$ cat config.mk
export PLATFORM = sky130hd
export DESIGN_NAME = uart_tx_framer
export DESIGN_NICKNAME = d
export VERILOG_FILES = /design/src/rtl/uart_tx_framer.sv
export SDC_FILE = /design/constraint.sdc
export NUM_CORES = 1
export LEC_CHECK = 0
export ABC_AREA = 1
export CAP_MARGIN = 10
export CORE_ASPECT_RATIO = 0.7
export CORE_MARGIN = 2
export CORE_UTILIZATION = 40
export DETAILED_ROUTE_END_ITERATION = 8
export GPL_TIMING_DRIVEN = 0
export PLACE_DENSITY = 0.64
export SLEW_MARGIN = 25
export SYNTH_ARGS = -nofsm -noshare
export SYNTH_HDL_FRONTEND = slang
export SYNTH_SLANG_ARGS = --single-unit
export TNS_END_PERCENT = 10
$ cat constraint.sdc
create_clock -name Clk -period 2.7 [get_ports Clk]
set_input_delay 0.54 -clock Clk [delete_from_list [all_inputs] [get_ports Clk]]
set_output_delay 0.54 -clock Clk [all_outputs]
set_load 0.005 [all_outputs]
$ cat src/rtl/uart_tx_framer.sv
// UART transmit framer: start bit, LSB-first data, optional parity, 1 or 2 stop bits.
// Bit timing is paced by an externally generated, asynchronous square-wave baud clock.
module uart_tx_framer #(
    parameter int unsigned DATA_BITS  = 8,
    parameter int unsigned PARITY_EN  = 0,
    parameter int unsigned PARITY_ODD = 0,
    parameter int unsigned STOP_BITS  = 1
) (
    input  logic                 Clk,
    input  logic                 Reset,
    input  logic                 Baud_clk,
    input  logic                 Tx_start,
    input  logic [DATA_BITS-1:0] Tx_data,
    output logic                 Tx_ready,
    output logic                 Tx_busy,
    output logic                 Tx_done,
    output logic                 Tx_out
);

    localparam int unsigned CNT_W = $clog2(DATA_BITS + 1);

    typedef enum logic [2:0] {
        S_IDLE   = 3'd0,
        S_ARMED  = 3'd1,
        S_START  = 3'd2,
        S_DATA   = 3'd3,
        S_PARITY = 3'd4,
        S_STOP   = 3'd5
    } state_t;

    state_t               state_q, state_d;
    logic                 sync1_q, sync2_q, hist_q;
    logic                 bit_tick_c;
    logic [DATA_BITS-1:0] shift_q, shift_d;
    logic [CNT_W-1:0]     cnt_q, cnt_d;
    logic                 parity_q, parity_d;
    logic                 tx_out_q, tx_out_d;
    logic                 tx_ready_q, tx_ready_d;
    logic                 tx_busy_q, tx_busy_d;
    logic                 tx_done_q, tx_done_d;
    logic                 last_bit_c, last_stop_c;

    // Baud edge detector: two synchronizer stages plus a history flop.
    always_ff @(posedge Clk or negedge Reset) begin
        if (!Reset) begin
            sync1_q <= 1'b0;
            sync2_q <= 1'b0;
            hist_q  <= 1'b0;
        end else begin
            sync1_q <= Baud_clk;
            sync2_q <= sync1_q;
            hist_q  <= sync2_q;
        end
    end

    assign bit_tick_c  = sync2_q & ~hist_q;
    // cnt_q counts data bits already driven; it is reused as the stop-bit index in S_STOP.
    assign last_bit_c  = (cnt_q == CNT_W'(DATA_BITS));
    assign last_stop_c = (cnt_q == CNT_W'(STOP_BITS - 1));

    always_ff @(posedge Clk or negedge Reset) begin
        if (!Reset) begin
            state_q <= S_IDLE;
        end else begin
            state_q <= state_d;
        end
    end

    always_comb begin
        state_d = state_q;
        case (state_q)
            S_IDLE: begin
                if (Tx_start) begin
                    state_d = S_ARMED;
                end
            end
            S_ARMED: begin
                if (bit_tick_c) begin
                    state_d = S_START;
                end
            end
            S_START: begin
                if (bit_tick_c) begin
                    state_d = S_DATA;
                end
            end
            S_DATA: begin
                if (bit_tick_c && last_bit_c) begin
                    state_d = (PARITY_EN != 0) ? S_PARITY : S_STOP;
                end
            end
            S_PARITY: begin
                if (bit_tick_c) begin
                    state_d = S_STOP;
                end
            end
            S_STOP: begin
                if (bit_tick_c && last_stop_c) begin
                    state_d = S_IDLE;
                end
            end
            default: state_d = S_IDLE;
        endcase
    end

    // Datapath and registered outputs; the line only moves on bit_tick cycles.
    always_comb begin
        shift_d    = shift_q;
        cnt_d      = cnt_q;
        parity_d   = parity_q;
        tx_out_d   = tx_out_q;
        tx_ready_d = (state_d == S_IDLE);
        tx_busy_d  = (state_d != S_IDLE);
        tx_done_d  = (state_q == S_STOP) && (state_d == S_IDLE);
        case (state_q)
            S_IDLE: begin
                tx_out_d = 1'b1;
                if (Tx_start) begin
                    shift_d  = Tx_data;
                    cnt_d    = '0;
                    parity_d = (^Tx_data) ^ (PARITY_ODD != 0);
                end
            end
            S_ARMED: begin
                if (bit_tick_c) begin
                    tx_out_d = 1'b0;
                end
            end
            S_START: begin
                if (bit_tick_c) begin
                    tx_out_d = shift_q[0];
                    shift_d  = shift_q >> 1;
                    cnt_d    = CNT_W'(1);
                end
            end
            S_DATA: begin
                if (bit_tick_c) begin
                    if (last_bit_c) begin
                        tx_out_d = (PARITY_EN != 0) ? parity_q : 1'b1;
                        cnt_d    = '0;
                    end else begin
                        tx_out_d = shift_q[0];
                        shift_d  = shift_q >> 1;
                        cnt_d    = cnt_q + CNT_W'(1);
                    end
                end
            end
            S_PARITY: begin
                if (bit_tick_c) begin
                    tx_out_d = 1'b1;
                    cnt_d    = '0;
                end
            end
            S_STOP: begin
                if (bit_tick_c) begin
                    tx_out_d = 1'b1;
                    if (!last_stop_c) begin
                        cnt_d = cnt_q + CNT_W'(1);
                    end
                end
            end
            default: tx_out_d = 1'b1;
        endcase
    end

    always_ff @(posedge Clk or negedge Reset) begin
        if (!Reset) begin
            shift_q    <= '0;
            cnt_q      <= '0;
            parity_q   <= 1'b0;
            tx_out_q   <= 1'b1;
            tx_ready_q <= 1'b1;
            tx_busy_q  <= 1'b0;
            tx_done_q  <= 1'b0;
        end else begin
            shift_q    <= shift_d;
            cnt_q      <= cnt_d;
            parity_q   <= parity_d;
            tx_out_q   <= tx_out_d;
            tx_ready_q <= tx_ready_d;
            tx_busy_q  <= tx_busy_d;
            tx_done_q  <= tx_done_d;
        end
    end

    assign Tx_out   = tx_out_q;
    assign Tx_ready = tx_ready_q;
    assign Tx_busy  = tx_busy_q;
    assign Tx_done  = tx_done_q;

endmodule

==> out/metrics.cfg, run 1 <==
[status]
status = complete, no violations

[clocking]
root_buffer = clkbuf_8
cts_resized = 0
cts_tree = built
clk_latency_ns = 0.26
cts_hold_buf = 0
path_clk_slew_ns = 0.07
cts_htree_levels = 1
post-cts-setup-buffer-count = 0
cts_sinks = 22
cts_buffer_depth = 2
cts_inserted_buffers = 3

[synthesis]
synth_area_leaders = dfrtp_1, nand2_1, nand3_1, dfstp_2, inv_1
synthSimpleGateAreaFrac_pct = 38.68
synth_top_family_by_area = simple AND/OR/NAND/NOR gates
synth-xor-area-share_pct = 1.403
yosysUniqueCellTypes = 21
synthMuxAreaShare_pct = 0
yosys.area.top_type = dfrtp_1
synth_warnings = 0
yosys_register_bits = 22
synth_compound_area_share_pct = 6.713
syn_inst = 164
synth_fa_ha_area_share_pct = 2.004
syn-cell-area_sq_um = 1249
synth_fp_nets = 178
synth_top_cell_area_share_pct = 40.08
synth_seq_area_share_pct = 44.29
synth_area_per_cell_sq_um = 7.614

[place]
gp_congestion = 0.8460
hpwlAfterDp_mm = 1.950
placement.io_buffers = 15
place_area_sq_um = 1444

[floorplanning]
io_pins = 16
die_area_sq_um = 3592
fp.dieW_microns = 70.78
coreArea_sq_um = 2883
num_rows = 16
die_height_microns = 50.75
start_util_pct = 43.32

[pwr]
p_switching_uw = 699.8
intPower_uw = 856.6
seqPwrFrac_pct = 33.8
ir_drop_mv = 0.3964
p_clk_share_pct = 13.4
leakage_uw = 0.0007563
comb_power_share_pct = 52.8
power.density_nw_per_um2 = 1049
swShare_pct = 44.96
p_total_uw = 1556

[timing]
clock.fmax_ghz = 0.5475
finalSetupTns_ns = 0
setup_viol = 0
period_needed_ns = 1.827
whs_ns = 0.2403
final.period_utilization_pct = 67.65
relSlewSlack_pct = 66.48
rsz0062_at_grt = false
finalClockSkew_ns = 0.004162
hold_violations = 0
tightest_slew_ns = 0.5029
finalMaxSlewViolations = 0

[worst_setup_path]
end_kind = primary output
slowest_delay_ns = 0.54
worstSetupStartpointType = register
path_max_fanout = 2
required_ns = 2.16
cp.depth = 1
crit_slowest_cell = dfstp_2
path_buf_inv = 1
path_cells = clkdlybuf4s50_1
cp.arrival_ns = 1.29
reg2regPathDepth = 9
path_class = reg2out
cp_top_family = flip-flops

[layout]
multiInputGateArea_sq_um = 609.3
final_nets = 198
layout.area.seq_sq_um = 553.0
finish.utilization_pct = 51.48
area_growth_syn_to_layout_pct = 18.84
antenna_cells = 0
fillCellCount = 308
drive_gt1_share_pct = 14.21
final_area_sq_um = 1484

[global_routing]
grt_pass1_wl_mm = 4.636
track_usage_pct = 16.72
grt_pass1_vias = 973
grt_max_degree = 23
antenna_found_initial = 0
grt_overflow = 0

[route]
drt_pass1_iterations = 4
vias_per_cell = 4.689
wl_per_cell_microns = 11.97
vias = 1027
finalWirelength_mm = 2.621
drc = 0
antenna_left = 0
drt_iter0_drc = 64

[flow_run]
maxCapViolations = 0

[worst_hold_path]
worstHoldPathType = in2async

==> sequential cells by signal, indices dropped and copies added, names as in the netlist <==
signal,flops
sync2_q,1
shift_q,8
Tx_busy,1
Tx_done,1
hist_q,1
Tx_out,1
Tx_ready,1
sync1_q,1
state_q,3
cnt_q,4
==> power groups by stage <==
stage	Clock, uW	Combinational, uW	Sequential (uW)
4_1_cts	216	825	524
5_1_grt	236	937	538
6_report	209	822	526
2_1_floorplan	0	617	517
3_5_place_dp	0	821	530
3_3_place_gp	0	803	528
==> synth_stat cells, drive strengths merged <==
cell type  number
nand2          67
dfrtp          20
nand3          19
inv            16
nor2           16
o21ai          14
buf             3
dfstp           2
ha              2
xor2            2
a21oi           1
a41oi           1
or2             1
==> final timing paths <==
| check | startpoint | endpoint | slack [ns] |
|---|---|---|---|
| worst max-delay path | Tx_out | Tx_out | 0.87 |
| worst min-delay path | Reset | state_q[2] | 0.24 |
| worst max register to register | cnt_q[0] | shift_q[3] | 0.91 |
| worst min register to register | sync1_q | sync2_q | 0.35 |
| max in group asynchronous | Reset | Tx_out | 2.10 |
| min in group Clk | sync1_q | sync2_q | 0.35 |
==> worst register-to-register path, stage by stage (launching register included) <==
cell and delay (ns):
dfrtp_1 0.40, inv_1 0.06, ha_1 0.25, nand2_1 0.09
nor2_1 0.06, nand2_1 0.11, nand3_2 0.20, nor2_2 0.37
nand2_1 0.10, nand2_1 0.09
==> cell families (layout without fill, tap and decap cells) <==
family	count (synthesis)	in the layout
flip-flops	22	22
AND/OR/NAND/NOR	103	103
adder cells (fa/ha/maj)	2	2
XOR/XNOR	2	2
AO/OA/AOI/OAI	16	16
buffers and inverters	19	38
==> routing by layer <==
metal,up-vias,track usage [%],share of wire (%)
li1,555,-,-
met5,-,0,0
met2,18,24.30,40
met4,0,3.459,0.50
met1,452,24.57,56
met3,2,4.819,3.6
==> cell type report <==
class,instances,area share (%)
Buffer,3,1.771
Sequential cell,22,37.27
Inverter,16,4.047
Clock buffer,4,3.035
Timing Repair Buffer,15,9.781
Multi-Input combinational cell,123,41.06
Tap cell,36,3.035
==> cell usage in the layout, fill, tap and decap left out, types with 3 or more instances in the layout <==
cell             count
clkbuf_8             3
inv_1               13
nor2_1              11
dfrtp_1             20
o21ai_0              8
o21ai_1              6
inv_2                3
nor2_2               3
clkdlybuf4s50_1     14
nand2_4              4
nand3_1             17
nand2_1             61
==> per-stage QoR <==
stage,cells,setup slack (ns)
floorplan,164,1.279
global placement,215,0.9161
detailed placement,215,0.8726
CTS,219,0.8590
global route,219,0.7082
finish,219,0.8734
Note: power is estimated with default switching activity, not from simulation.
==> run 2, diff against run 1 <==
==> constraint.sdc (replaced) <==
create_clock -name Clk -period 1.9 [get_ports Clk]
set_input_delay 0.38 -clock Clk [delete_from_list [all_inputs] [get_ports Clk]]
set_output_delay 0.38 -clock Clk [all_outputs]
set_load 0.005 [all_outputs]
==> run 2 against run 1 <==
  * Global-route usage stayed put
  * Cell count stayed put
  * Die area stayed put
  * First-iteration DRC count is 3.1% higher
  * Sequential share of layout area is 0.13 points lower
  * Register-to-register slack worse by 0.70 ns
  * Combinational power is 45% higher
  * Clock power is 43% higher
  * Flip-flop and latch count stayed put
  * Highest routed layer unchanged
==> out/metrics.cfg, run 2 (synthesis results as in run 1) <==
[route]
wl_per_cell_microns = 12.01  ; was 11.97 microns
drc = 0  ; unchanged
vias = 1050  ; was 1027
drt_pass1_iterations = 6  ; was 4
vias_per_cell = 4.795  ; was 4.689
drt_iter0_drc = 66  ; was 64
finalWirelength_mm = 2.630  ; was 2.621 mm
antenna_left = 0  ; unchanged

[pwr]
intPower_uw = 1224  ; was 856.6 uW
ir_drop_mv = 0.5643  ; was 0.3964 mV
p_switching_uw = 1007  ; was 699.8 uW
swShare_pct = 45.13  ; was 44.96%
comb_power_share_pct = 53.1  ; was 52.8%
p_clk_share_pct = 13.3  ; was 13.4%
power.density_nw_per_um2 = 1498  ; was 1049 nW/um^2
seqPwrFrac_pct = 33.5  ; was 33.8%
leakage_uw = 0.0007574  ; was 0.0007563 uW

[place]
hpwlAfterDp_mm = 1.950  ; unchanged
gp_congestion = 0.8460  ; unchanged
place_area_sq_um = 1444  ; unchanged
post-place-cells = 215  ; unchanged
place_ws_ns = 0.1452  ; was 0.8726 ns
placement.io_buffers = 15  ; unchanged

[clocking]
cts_htree_levels = 1  ; unchanged
path_clk_slew_ns = 0.08  ; was 0.07 ns
root_buffer = clkbuf_8  ; unchanged
cts_buffer_depth = 2  ; unchanged
cts_inserted_buffers = 3  ; unchanged
cts_hold_buf = 0  ; unchanged
clk_latency_ns = 0.26  ; about the same
cts_tree = built  ; unchanged
cts_sinks = 22  ; unchanged

[worst_setup_path]
required_ns = 2.10  ; was 2.16 ns
path_max_fanout = 9  ; was 2
end_kind = register  ; was primary output
path_cells = inv_1 > ha_1 > nand2_1 > nor2_1 > nand2_1 > nand3_2 > nor2_4 > nand2_1 > nand2_1  ; was clkdlybuf4s50_1
path_buf_inv = 1  ; unchanged
worstSetupStartpointType = register  ; unchanged
reg2regPathDepth = 9  ; unchanged
path_class = reg2reg  ; was reg2out
crit_slowest_cell = dfrtp_1  ; was dfstp_2
timing.rr.end = shift_q[3]  ; unchanged
r2r_start = cnt_q[0]  ; unchanged
cp.arrival_ns = 1.89  ; was 1.29 ns
cpMostUsedCell = nand2_1
cp_top_family = simple AND/OR/NAND/NOR gates  ; was flip-flops
r2r_slack_ns = 0.21  ; was 0.91 ns
slowest_delay_ns = 0.40  ; was 0.54 ns

[timing]
tightest_slew_ns = 0.5095  ; was 0.5029 ns
final.setup.worst_slack_ns = 0.2139  ; was 0.8734 ns
finalMaxSlewViolations = 0  ; unchanged
finalClockSkew_ns = 0.002604  ; was 0.004162 ns
period_needed_ns = 1.686
rsz0062_at_grt = false  ; unchanged
finalSetupTns_ns = 0  ; unchanged
relSlewSlack_pct = 66.03  ; was 66.48%
hold_violations = 0  ; unchanged
final.period_utilization_pct = 88.74
clock.fmax_ghz = 0.5931
setup_viol = 0  ; unchanged

[layout]
final-instance-count-excl-fill = 219  ; unchanged
largestRegisters = shift_q (8), cnt_q (4), state_q (3)  ; unchanged
drive_gt1_share_pct = 14.21  ; unchanged
antenna_cells = 0  ; unchanged
fillCellCount = 307  ; was 308
largest_register_ffs = 8  ; unchanged
regMostFlops = shift_q  ; unchanged
final_common_cell = nand2_1  ; unchanged
final_area_sq_um = 1489  ; was 1484 sq um
area_growth_syn_to_layout_pct = 19.24  ; was 18.84%
final_cell_mix = nand2_1, dfrtp_1, nand3_1  ; unchanged
final_nets = 198  ; unchanged

[floorplanning]
die_height_microns = 50.75  ; unchanged
coreArea_sq_um = 2883  ; unchanged
fp.dieW_microns = 70.78  ; unchanged
num_rows = 16  ; unchanged
start_util_pct = 43.32  ; unchanged
die_area_sq_um = 3592  ; unchanged
io_pins = 16  ; unchanged

[worst_hold_path]
worstHoldPathType = in2async  ; unchanged

[global_routing]
grt_pass1_wl_mm = 4.636  ; unchanged
grt_pass1_vias = 973  ; unchanged
antenna_found_initial = 0  ; unchanged
grt_overflow = 0  ; unchanged
track_usage_pct = 16.72  ; unchanged
grt_max_degree = 23  ; unchanged

[status]
status = complete, no violations  ; unchanged

[flow_run]
maxCapViolations = 0  ; unchanged

-- run 2: cell types whose count changed in the layout (fill, tap and decap cells not counted) --
cell | before | now
nor2_2 | 3 | 2
nor2_4 | 2 | 3
-- run 2: worst max path at each step --
| stage | end | depth (start not counted) | start |
|---|---|---|---|
| 3_3_place_gp | shift_q[4] | 9 | cnt_q[0] |
| 4_1_cts | shift_q[3] | 9 | cnt_q[0] |
| 3_5_place_dp | shift_q[3] | 9 | cnt_q[0] |
| 5_1_grt | shift_q[2] | 9 | cnt_q[0] |
| 2_1_floorplan | shift_q[0] | 9 | cnt_q[0] |
| 6_report | shift_q[3] | 9 | cnt_q[0] |
-- run 2: per-stage QoR --
step	power, uW	utilization (%)	hold WS (ns)
floorplan	1612	-	0.08441
finish	2231	51.65	0.08101
global placement	1891	50.09	0.3328
global route	2450	51.65	0.1131
detailed placement	1920	50.09	0.3347
CTS	2225	51.65	0.3531
-- run 2: routing by layer --
layer	routed length (microns)	share of wire [%]	track usage (%)	vias to the layer above
met2	1067	41	24.30	25
met3	140	5.3	4.819	2
met1	1409	54	24.57	464
met4	13	0.49	3.459	0
met5	0	0	0	-
li1	-	-	-	559
-- run 2: repair_timing --
action	in CTS	in global routing
endpoints found under the setup margin	0	8
resized for setup	0	1
hold endpoints to repair	0	0
buffers inserted	0	0
-- run 2: layout make-up --
cell class                      count  area (sq um)  share of cell area [%]
Timing Repair Buffer               15         145.1                   9.748
Sequential cell                    22         553.0                   37.14
Clock buffer                        4         45.04                   3.025
Inverter                           16         60.06                   4.034
Buffer                              3         26.28                   1.765
Multi-Input combinational cell    123         614.3                   41.26
Tap cell                           36         45.04                   3.025
-- run 2: power groups by stage --
stage                     registers (uW)  logic [uW]  clock network (uW)
final                                748        1190                 298
after global routing                 764        1350                 335
after CTS                            745        1170                 307
after detailed placement             753        1170                   0
after global placement               750        1140                   0
after floorplan                      735         877                   0
